==> src/rtl/ror_pkg.sv <==
`default_nettype none
// ============================================================================
//  Module   : ror_pkg
//  Brief    : Shared definitions for the radius-outlier-removal output stage:
//             default data width and the writer's state encoding.
//  Revision : 1.0 - initial release
// ============================================================================
package ror_pkg;

  // Coordinate and index width used unless a block overrides it.
  localparam int N_DEFAULT = 16;

  // Point memory read latency supported by this revision.
  localparam int MEM_LATENCY_DEFAULT = 1;

  // Writer sequencing states.
  typedef enum logic [1:0] {
    ST_IDLE  = 2'd0,
    ST_RUN   = 2'd1,
    ST_DRAIN = 2'd2,
    ST_DONE  = 2'd3
  } state_e;

endpackage
`default_nettype wire

==> src/rtl/outlier_point_writer_if.sv <==
`default_nettype none
// ============================================================================
//  Module   : outlier_point_writer_if
//  Brief    : Valid/ready stream carrying one kept point (x, y, z and its
//             original index) from the writer to the result sink.
//  Revision : 1.0 - initial release
// ============================================================================
interface outlier_point_writer_if
  import ror_pkg::*;
#(
  parameter int N = N_DEFAULT
);

  logic         out_valid;
  logic         out_ready;
  logic [N-1:0] out_x;
  logic [N-1:0] out_y;
  logic [N-1:0] out_z;
  logic [N-1:0] out_index;

  // Point source (the writer).
  modport master (
    output out_valid, out_x, out_y, out_z, out_index,
    input  out_ready
  );

  // Point sink.
  modport slave (
    input  out_valid, out_x, out_y, out_z, out_index,
    output out_ready
  );

endinterface
`default_nettype wire

==> src/rtl/point_out_reg.sv <==
`default_nettype none
// ============================================================================
//  Module   : point_out_reg
//  Brief    : One-entry output register for kept points. A load marks the
//             entry valid; the memory data arrives during the following
//             cycle and is passed straight through, then held locally so
//             the coordinates stay stable while the sink stalls.
//  Revision : 1.0 - initial release
// ============================================================================
module point_out_reg
  import ror_pkg::*;
#(
  parameter int N = N_DEFAULT
) (
  input  logic         clk_i,
  input  logic         rst_ni,
  input  logic         load_i,
  input  logic [N-1:0] load_index_i,
  input  logic [N-1:0] mem_x_i,
  input  logic [N-1:0] mem_y_i,
  input  logic [N-1:0] mem_z_i,
  input  logic         ready_i,
  output logic         valid_o,
  output logic [N-1:0] x_o,
  output logic [N-1:0] y_o,
  output logic [N-1:0] z_o,
  output logic [N-1:0] index_o,
  output logic         slot_free_o
);

  logic         valid_q;
  logic         fresh_q;   // memory data for the entry is on mem_*_i this cycle
  logic [N-1:0] index_q;
  logic [N-1:0] x_q;
  logic [N-1:0] y_q;
  logic [N-1:0] z_q;

  // Entry occupancy: a load fills it, an accepted transfer empties it.
  always_ff @(posedge clk_i or negedge rst_ni) begin
    if (!rst_ni) begin
      valid_q <= 1'b0;
      fresh_q <= 1'b0;
      index_q <= '0;
    end else if (load_i) begin
      valid_q <= 1'b1;
      fresh_q <= 1'b1;
      index_q <= load_index_i;
    end else begin
      fresh_q <= 1'b0;
      if (valid_q && ready_i) begin
        valid_q <= 1'b0;
      end
    end
  end

  // Capture the returning read data so a stalled entry keeps its coordinates.
  always_ff @(posedge clk_i or negedge rst_ni) begin
    if (!rst_ni) begin
      x_q <= '0;
      y_q <= '0;
      z_q <= '0;
    end else if (fresh_q) begin
      x_q <= mem_x_i;
      y_q <= mem_y_i;
      z_q <= mem_z_i;
    end
  end

  assign valid_o     = valid_q;
  assign index_o     = index_q;
  assign x_o         = fresh_q ? mem_x_i : x_q;
  assign y_o         = fresh_q ? mem_y_i : y_q;
  assign z_o         = fresh_q ? mem_z_i : z_q;
  // A new read may issue when the entry is empty or leaving this cycle.
  assign slot_free_o = !valid_q || ready_i;

endmodule
`default_nettype wire

==> src/rtl/outlier_point_writer.sv <==
`default_nettype none
// ============================================================================
//  Module   : outlier_point_writer
//  Brief    : Walks point indices 0..size-1, drops every index named by the
//             ascending outlier FIFO, reads the remaining points from point
//             memory and streams them to the sink. Out-of-order, duplicate
//             or out-of-range FIFO entries are popped and flagged.
//  Revision : 1.0 - initial release
// ============================================================================
module outlier_point_writer
  import ror_pkg::*;
#(
  parameter int N           = N_DEFAULT,
  parameter int MEM_LATENCY = MEM_LATENCY_DEFAULT
) (
  input  logic                     clk_i,
  input  logic                     rst_ni,
  input  logic                     start_i,
  input  logic [N-1:0]             point_cloud_size_i,
  input  logic [N-1:0]             outlier_pos_i,
  input  logic                     empty_i,
  output logic                     read_fifo_o,
  output logic                     mem_rd_o,
  output logic [N-1:0]             mem_addr_o,
  input  logic [N-1:0]             mem_x_i,
  input  logic [N-1:0]             mem_y_i,
  input  logic [N-1:0]             mem_z_i,
  outlier_point_writer_if.master   out_if,
  output logic [N-1:0]             kept_count_o,
  output logic [N-1:0]             removed_count_o,
  output logic                     order_error_o,
  output logic                     done_o
);

  // The output register assumes read data returns exactly one cycle later.
  generate
    if (MEM_LATENCY != 1) begin : g_latency_check
      $error("outlier_point_writer supports MEM_LATENCY = 1 only");
    end
  endgenerate

  state_e       state_q, state_d;
  logic [N-1:0] idx_q, idx_d;         // next index to evaluate
  logic [N-1:0] size_q, size_d;       // point count latched at run start
  logic [N-1:0] kept_q, kept_d;
  logic [N-1:0] removed_q, removed_d;
  logic         err_q, err_d;
  logic         slot_free;
  logic         accept;

  point_out_reg #(
    .N (N)
  ) u_out_reg (
    .clk_i        (clk_i),
    .rst_ni       (rst_ni),
    .load_i       (mem_rd_o),
    .load_index_i (idx_q),
    .mem_x_i      (mem_x_i),
    .mem_y_i      (mem_y_i),
    .mem_z_i      (mem_z_i),
    .ready_i      (out_if.out_ready),
    .valid_o      (out_if.out_valid),
    .x_o          (out_if.out_x),
    .y_o          (out_if.out_y),
    .z_o          (out_if.out_z),
    .index_o      (out_if.out_index),
    .slot_free_o  (slot_free)
  );

  assign accept = out_if.out_valid && out_if.out_ready;

  // State, index and run statistics registers.
  always_ff @(posedge clk_i or negedge rst_ni) begin
    if (!rst_ni) begin
      state_q   <= ST_IDLE;
      idx_q     <= '0;
      size_q    <= '0;
      kept_q    <= '0;
      removed_q <= '0;
      err_q     <= 1'b0;
    end else begin
      state_q   <= state_d;
      idx_q     <= idx_d;
      size_q    <= size_d;
      kept_q    <= kept_d;
      removed_q <= removed_d;
      err_q     <= err_d;
    end
  end

  // Sequencing and per-cycle issue decision: drop, flag or read index i.
  always_comb begin
    state_d     = state_q;
    idx_d       = idx_q;
    size_d      = size_q;
    kept_d      = accept ? kept_q + 1'b1 : kept_q;
    removed_d   = removed_q;
    err_d       = err_q;
    read_fifo_o = 1'b0;
    mem_rd_o    = 1'b0;
    mem_addr_o  = '0;
    done_o      = 1'b0;

    case (state_q)
      ST_IDLE: begin
        if (start_i) begin
          idx_d     = '0;
          size_d    = point_cloud_size_i;
          kept_d    = '0;
          removed_d = '0;
          err_d     = 1'b0;
          state_d   = (point_cloud_size_i == '0) ? ST_DONE : ST_RUN;
        end
      end

      ST_RUN: begin
        if (idx_q < size_q) begin
          if (slot_free) begin
            if (!empty_i && (outlier_pos_i == idx_q)) begin
              read_fifo_o = 1'b1;
              removed_d   = removed_q + 1'b1;
              idx_d       = idx_q + 1'b1;
            end else if (!empty_i && (outlier_pos_i < idx_q)) begin
              // Stale or repeated entry: discard it and look again at i.
              read_fifo_o = 1'b1;
              err_d       = 1'b1;
            end else begin
              mem_rd_o    = 1'b1;
              mem_addr_o  = idx_q;
              idx_d       = idx_q + 1'b1;
            end
          end
        end else if (!out_if.out_valid) begin
          state_d = ST_DRAIN;
        end
      end

      ST_DRAIN: begin
        // Anything still queued names an index beyond the cloud.
        if (!empty_i) begin
          read_fifo_o = 1'b1;
          err_d       = 1'b1;
        end else begin
          state_d = ST_DONE;
        end
      end

      ST_DONE: begin
        done_o = 1'b1;
        if (!start_i) begin
          state_d = ST_IDLE;
        end
      end

      default: state_d = ST_IDLE;
    endcase
  end

  assign kept_count_o    = kept_q;
  assign removed_count_o = removed_q;
  assign order_error_o   = err_q;

endmodule
`default_nettype wire
==> src/flat_wrapper.sv <==
// flat-port wrapper written by rule: the top's interface ports become plain ports
module outlier_point_writer_flat import ror_pkg::*;
#(
  parameter int N           = N_DEFAULT,
  parameter int MEM_LATENCY = MEM_LATENCY_DEFAULT
)
  (clk_i, rst_ni, start_i, point_cloud_size_i, outlier_pos_i, empty_i, read_fifo_o, mem_rd_o, mem_addr_o, mem_x_i, mem_y_i, mem_z_i, kept_count_o, removed_count_o, order_error_o, done_o, out_if_out_valid, out_if_out_x, out_if_out_y, out_if_out_z, out_if_out_index, out_if_out_ready);
  outlier_point_writer_if #(.N(N)) out_if_i ();
  input  logic clk_i;
  input  logic rst_ni;
  input  logic start_i;
  input  logic [N-1:0] point_cloud_size_i;
  input  logic [N-1:0] outlier_pos_i;
  input  logic empty_i;
  output logic read_fifo_o;
  output logic mem_rd_o;
  output logic [N-1:0] mem_addr_o;
  input  logic [N-1:0] mem_x_i;
  input  logic [N-1:0] mem_y_i;
  input  logic [N-1:0] mem_z_i;
  output logic [N-1:0] kept_count_o;
  output logic [N-1:0] removed_count_o;
  output logic order_error_o;
  output logic done_o;
  output wire logic [$bits(out_if_i.out_valid)-1:0] out_if_out_valid;
  output wire logic [$bits(out_if_i.out_x)-1:0] out_if_out_x;
  output wire logic [$bits(out_if_i.out_y)-1:0] out_if_out_y;
  output wire logic [$bits(out_if_i.out_z)-1:0] out_if_out_z;
  output wire logic [$bits(out_if_i.out_index)-1:0] out_if_out_index;
  input wire logic [$bits(out_if_i.out_ready)-1:0] out_if_out_ready;
  assign out_if_out_valid = out_if_i.out_valid;
  assign out_if_out_x = out_if_i.out_x;
  assign out_if_out_y = out_if_i.out_y;
  assign out_if_out_z = out_if_i.out_z;
  assign out_if_out_index = out_if_i.out_index;
  assign out_if_i.out_ready = out_if_out_ready;
  outlier_point_writer #(.N(N), .MEM_LATENCY(MEM_LATENCY)) u_core (.clk_i(clk_i), .rst_ni(rst_ni), .start_i(start_i), .point_cloud_size_i(point_cloud_size_i), .outlier_pos_i(outlier_pos_i), .empty_i(empty_i), .read_fifo_o(read_fifo_o), .mem_rd_o(mem_rd_o), .mem_addr_o(mem_addr_o), .mem_x_i(mem_x_i), .mem_y_i(mem_y_i), .mem_z_i(mem_z_i), .out_if(out_if_i), .kept_count_o(kept_count_o), .removed_count_o(removed_count_o), .order_error_o(order_error_o), .done_o(done_o));
endmodule
==> config.mk <==
export PLATFORM = sky130hd
export DESIGN_NAME = outlier_point_writer_flat
export DESIGN_NICKNAME = d
export VERILOG_FILES = /design/src/rtl/ror_pkg.sv /design/src/rtl/outlier_point_writer_if.sv /design/src/rtl/point_out_reg.sv /design/src/rtl/outlier_point_writer.sv /design/src/flat_wrapper.sv
export SDC_FILE = /design/constraint.sdc
export NUM_CORES = 1
export LEC_CHECK = 0
export ABC_AREA = 1
export CAP_MARGIN = 20
export CELL_PAD_IN_SITES_DETAIL_PLACEMENT = 1
export CELL_PAD_IN_SITES_GLOBAL_PLACEMENT = 2
export CORE_MARGIN = 1
export CORE_UTILIZATION = 30
export DETAILED_ROUTE_END_ITERATION = 6
export HOLD_SLACK_MARGIN = 0.1
export MAX_ROUTING_LAYER = met4
export PLACE_DENSITY_LB_ADDON = 0.3
export SLEW_MARGIN = 0
export SYNTH_ARGS = -nofsm -noshare
export SYNTH_HDL_FRONTEND = slang
export SYNTH_SLANG_ARGS = --single-unit
==> constraint.sdc <==
create_clock -name clk_i -period 4.95 [get_ports clk_i]
set_clock_uncertainty 0.15 [all_clocks]
set_input_delay 0.99 -clock clk_i [delete_from_list [all_inputs] [get_ports clk_i]]
set_output_delay 0.99 -clock clk_i [all_outputs]
set_load 0.01 [all_outputs]
==> flow_metrics.env <==
export IMPL_cts_setup_buffers=0
export IMPL_fp_row_count=56
export IMPL_cts_buffers=17
export IMPL_synthFlopType="dfrtp_1"
export IMPL_irDropWorstVdd_mv=0.192
export IMPL_area_growth_pct=41.0
export IMPL_cp_start_kind="input pin"
export IMPL_worst_pin_slew_ns=1.07
export IMPL_layout_drive_gt1_share_pct=11.0
export IMPL_power_density_nw_per_um2=495
export IMPL_final_area_um2=10100
export IMPL_grt_overflow=0
export IMPL_via_per_inst=4.75
export IMPL_grt_setup_unrepaired="no"
export IMPL_crit_family="buffers and inverters"
export IMPL_nFillCells=2753
export IMPL_post_dp_cell_area_um2=9510
export IMPL_route_detailed_drc=0
export IMPL_period_share_pct=95.4
export IMPL_arrival_ns=3.58
export IMPL_num_vias=6457
export IMPL_slew_headroom_pct=28.6
export IMPL_rr_worst_depth=9
export IMPL_async_flop_share_pct=100
export IMPL_min_period_ns=4.72
export IMPL_nets=1151
export IMPL_grt_usage_pct=20.2
export IMPL_cts_resized=0
export IMPL_crit_buf_inv=3
export IMPL_power_leakage_nw=4.67
export IMPL_clkSinkCount=133
export IMPL_crit_cells=13
export IMPL_ys_types=45
export IMPL_clk_latency_ns=0.43
export IMPL_synth_seq_area_share_pct=46.3
export IMPL_antenna_found_initial=0
export IMPL_synthesis_area_um2=7180
export IMPL_endpoint_kind="output pin"
export IMPL_first_global_vias=6592
export IMPL_outcome="complete, no violations"
export IMPL_endpoint="read_fifo_o"
export IMPL_hpwl_um=17100
export IMPL_routabilityCongestion=0.805
export IMPL_die_h_um=157
export IMPL_io_buffers=201
export IMPL_syn_num_nets=951
export IMPL_dr_first_iter_drc_count=332
export IMPL_wire_per_inst_um=17.1
export IMPL_io_pins=202
export IMPL_cts_root_buf="clkbuf_16"
export IMPL_crit_path_frequent_cell="nand2_1"
export IMPL_setup_viol=0
export IMPL_required_ns=3.81
export IMPL_grt_max_degree=72
export IMPL_critPathMaxStageDelay_ns=0.59
export IMPL_rrSetupSlack_ns=1.90
export IMPL_cts_max_path_buffers=2
export IMPL_path_class="input pin to output pin"
export IMPL_r2r_end="u_core.idx_q[9]$_DFFE_PN0P_"
export IMPL_fin_setup_tns_ns=0
export IMPL_hp_class="flop to flop"
export IMPL_initial_core_util_pct=30.6
export IMPL_antennaDiodeCount=0
export IMPL_coreArea_um2=23500
export IMPL_avgSynthCellArea_um2=8.68
export IMPL_yosys_register_bits=133
export IMPL_timing_fmax_mhz=212
export IMPL_antenna_left=0
export IMPL_hold_viol_final=0
export IMPL_wl_um=23300
export IMPL_final_common_cell="nand2_1"
export IMPL_path_cells="clkdlybuf4s50_1, ha_1, a21oi_1, nand2_1, nand2_1, nand2_1, nand2_1, nand2_1, nand2_2, buf_4, nand2_1, a21boi_0, clkdlybuf4s50_1"
export IMPL_maxCapViolCount=0
export IMPL_yosys_warnings=0
export IMPL_critPathLaunch="outlier_pos_i[3]"
export IMPL_clk_pin_slew_ns=0.07
export IMPL_synth_edf_count=0
export IMPL_final_cell_mix="nand2_1 (207), clkdlybuf4s50_1 (200), dfrtp_1 (132)"
export IMPL_die_width_um=157
export IMPL_r2r_start="u_core.idx_q[13]$_DFFE_PN0P_"
export IMPL_crit_path_top_delay_cell="clkdlybuf4s50_1"
export IMPL_cts_tree="built"
export IMPL_dieArea_um2=24600
export IMPL_firstDrtPassIters=4
export IMPL_drv_slew=0
export IMPL_synthesis_instances=828
export IMPL_h_tree_depth=4
export IMPL_cp_max_fo=18
export IMPL_grt_pass1_wl_um=36700
export IMPL_ctsHoldBuffers=0
[synthesized netlist by cell type, types with 4 or more instances]
master,count,share of area [%]
inv_1,103,5.4
nand2_1,207,11
ha_1,38,6.6
xor2_1,7,0.85
o21ai_0,53,3.7
nor4_1,4,0.35
xnor2_1,4,0.49
nor3_1,15,1.0
a21oi_1,34,2.4
buf_4,5,0.52
nand3_1,12,0.84
mux2_2,48,7.5
buf_2,4,0.28
clkbuf_1,14,0.73
nor2_1,58,3.0
nand2_2,6,0.52
nor2_2,5,0.44
dfrtp_1,133,46
nand4_1,44,3.8
[per-layer routing]
layer  vias up  GRT usage (%)  wire length [um]
li1       3125              -                 -
met1      3126           25.4             10700
met2       178           32.3             10900
met3        28           4.13              1370
met4         0           6.30               358
met5         -              -                 0
[registers in the layout, summed over array words and instances, names as in the netlist]
register,count
u_core.u_out_reg.index_o,16
u_core.size_q,16
u_core.idx_q,16
u_core.u_out_reg.z_q,16
u_core.kept_count_o,16
u_core.state_q,2
u_core.removed_count_o,16
u_core.u_out_reg.fresh_q,1
u_core.u_out_reg.valid_o,1
u_core.order_error_o,1
u_core.u_out_reg.x_q,16
u_core.u_out_reg.y_q,16
[worst min-delay path, delay by kind of cell (launching register included)]
family / cells / cell delay [ns]
flip-flops: 1 / 0.34
AO/OA/AOI/OAI: 1 / 0.06
AND/OR/NAND/NOR: 1 / 0.05
[where the power goes]
part / total [W] / leakage, nW / switching, W / internal, W
combinational: 0.00207 / 2.65 / 0.00107 / 0.00101
clock: 0.00134 / 0.303 / 0.000562 / 0.000783
sequential: 0.00159 / 1.71 / 0.000189 / 0.00140
[how the worst min path moves through the flow]
stage,startpoint,cells past startpoint,slack (ns),end
floorplan,u_core.size_q[0]$_DFFE_PN0P_,2,0.30,u_core.size_q[0]$_DFFE_PN0P_
global placement,u_core.size_q[9]$_DFFE_PN0P_,2,0.32,u_core.size_q[9]$_DFFE_PN0P_
detailed placement,u_core.size_q[15]$_DFFE_PN0P_,2,0.32,u_core.size_q[15]$_DFFE_PN0P_
CTS,u_core.size_q[15]$_DFFE_PN0P_,2,0.34,u_core.size_q[15]$_DFFE_PN0P_
global route,u_core.u_out_reg.x_q[5]$_DFF_PN0_,1,0.36,u_core.u_out_reg.x_q[5]$_DFF_PN0_
finish,u_core.size_q[8]$_DFFE_PN0P_,2,0.34,u_core.size_q[8]$_DFFE_PN0P_
[cell type report]
type                            count  area, um^2  area share [%]
Clock inverter                     14         181            1.79
Tap cell                          319         399            3.94
Multi-Input combinational cell    562        3320            32.7
Timing Repair Buffer              208        2070            20.4
Sequential cell                   133        3330            32.9
Clock buffer                       18         439            4.33
Inverter                          106         400            3.95
[through the flow]
step | hold WS (ns) | utilization [%] | setup slack, ns | instances | power [W]
4_1_cts | 0.340 | 43.2 | 0.149 | 1360 | 0.00509
5_1_grt | 0.364 | 43.2 | 0.000235 | 1360 | 0.00535
2_1_floorplan | 0.299 | - | 1.43 | 828 | 0.00271
3_3_place_gp | 0.320 | 40.5 | 0.269 | 1328 | 0.00365
6_report | 0.338 | 43.2 | 0.228 | 1360 | 0.00501
3_5_place_dp | 0.325 | 40.5 | 0.171 | 1328 | 0.00371
[cell families (layout without fill, tap and decap cells)]
logic type	after synthesis	count (layout)	synth area share (%)
simple gates	364	364	23.0
xor+xnor	11	11	1.34
buf+inv	133	346	7.52
fa+ha+maj	38	38	6.62
flops	133	133	46.3
compound gates	101	101	7.66
mux	48	48	7.52
(Power assumes the default switching activity.)
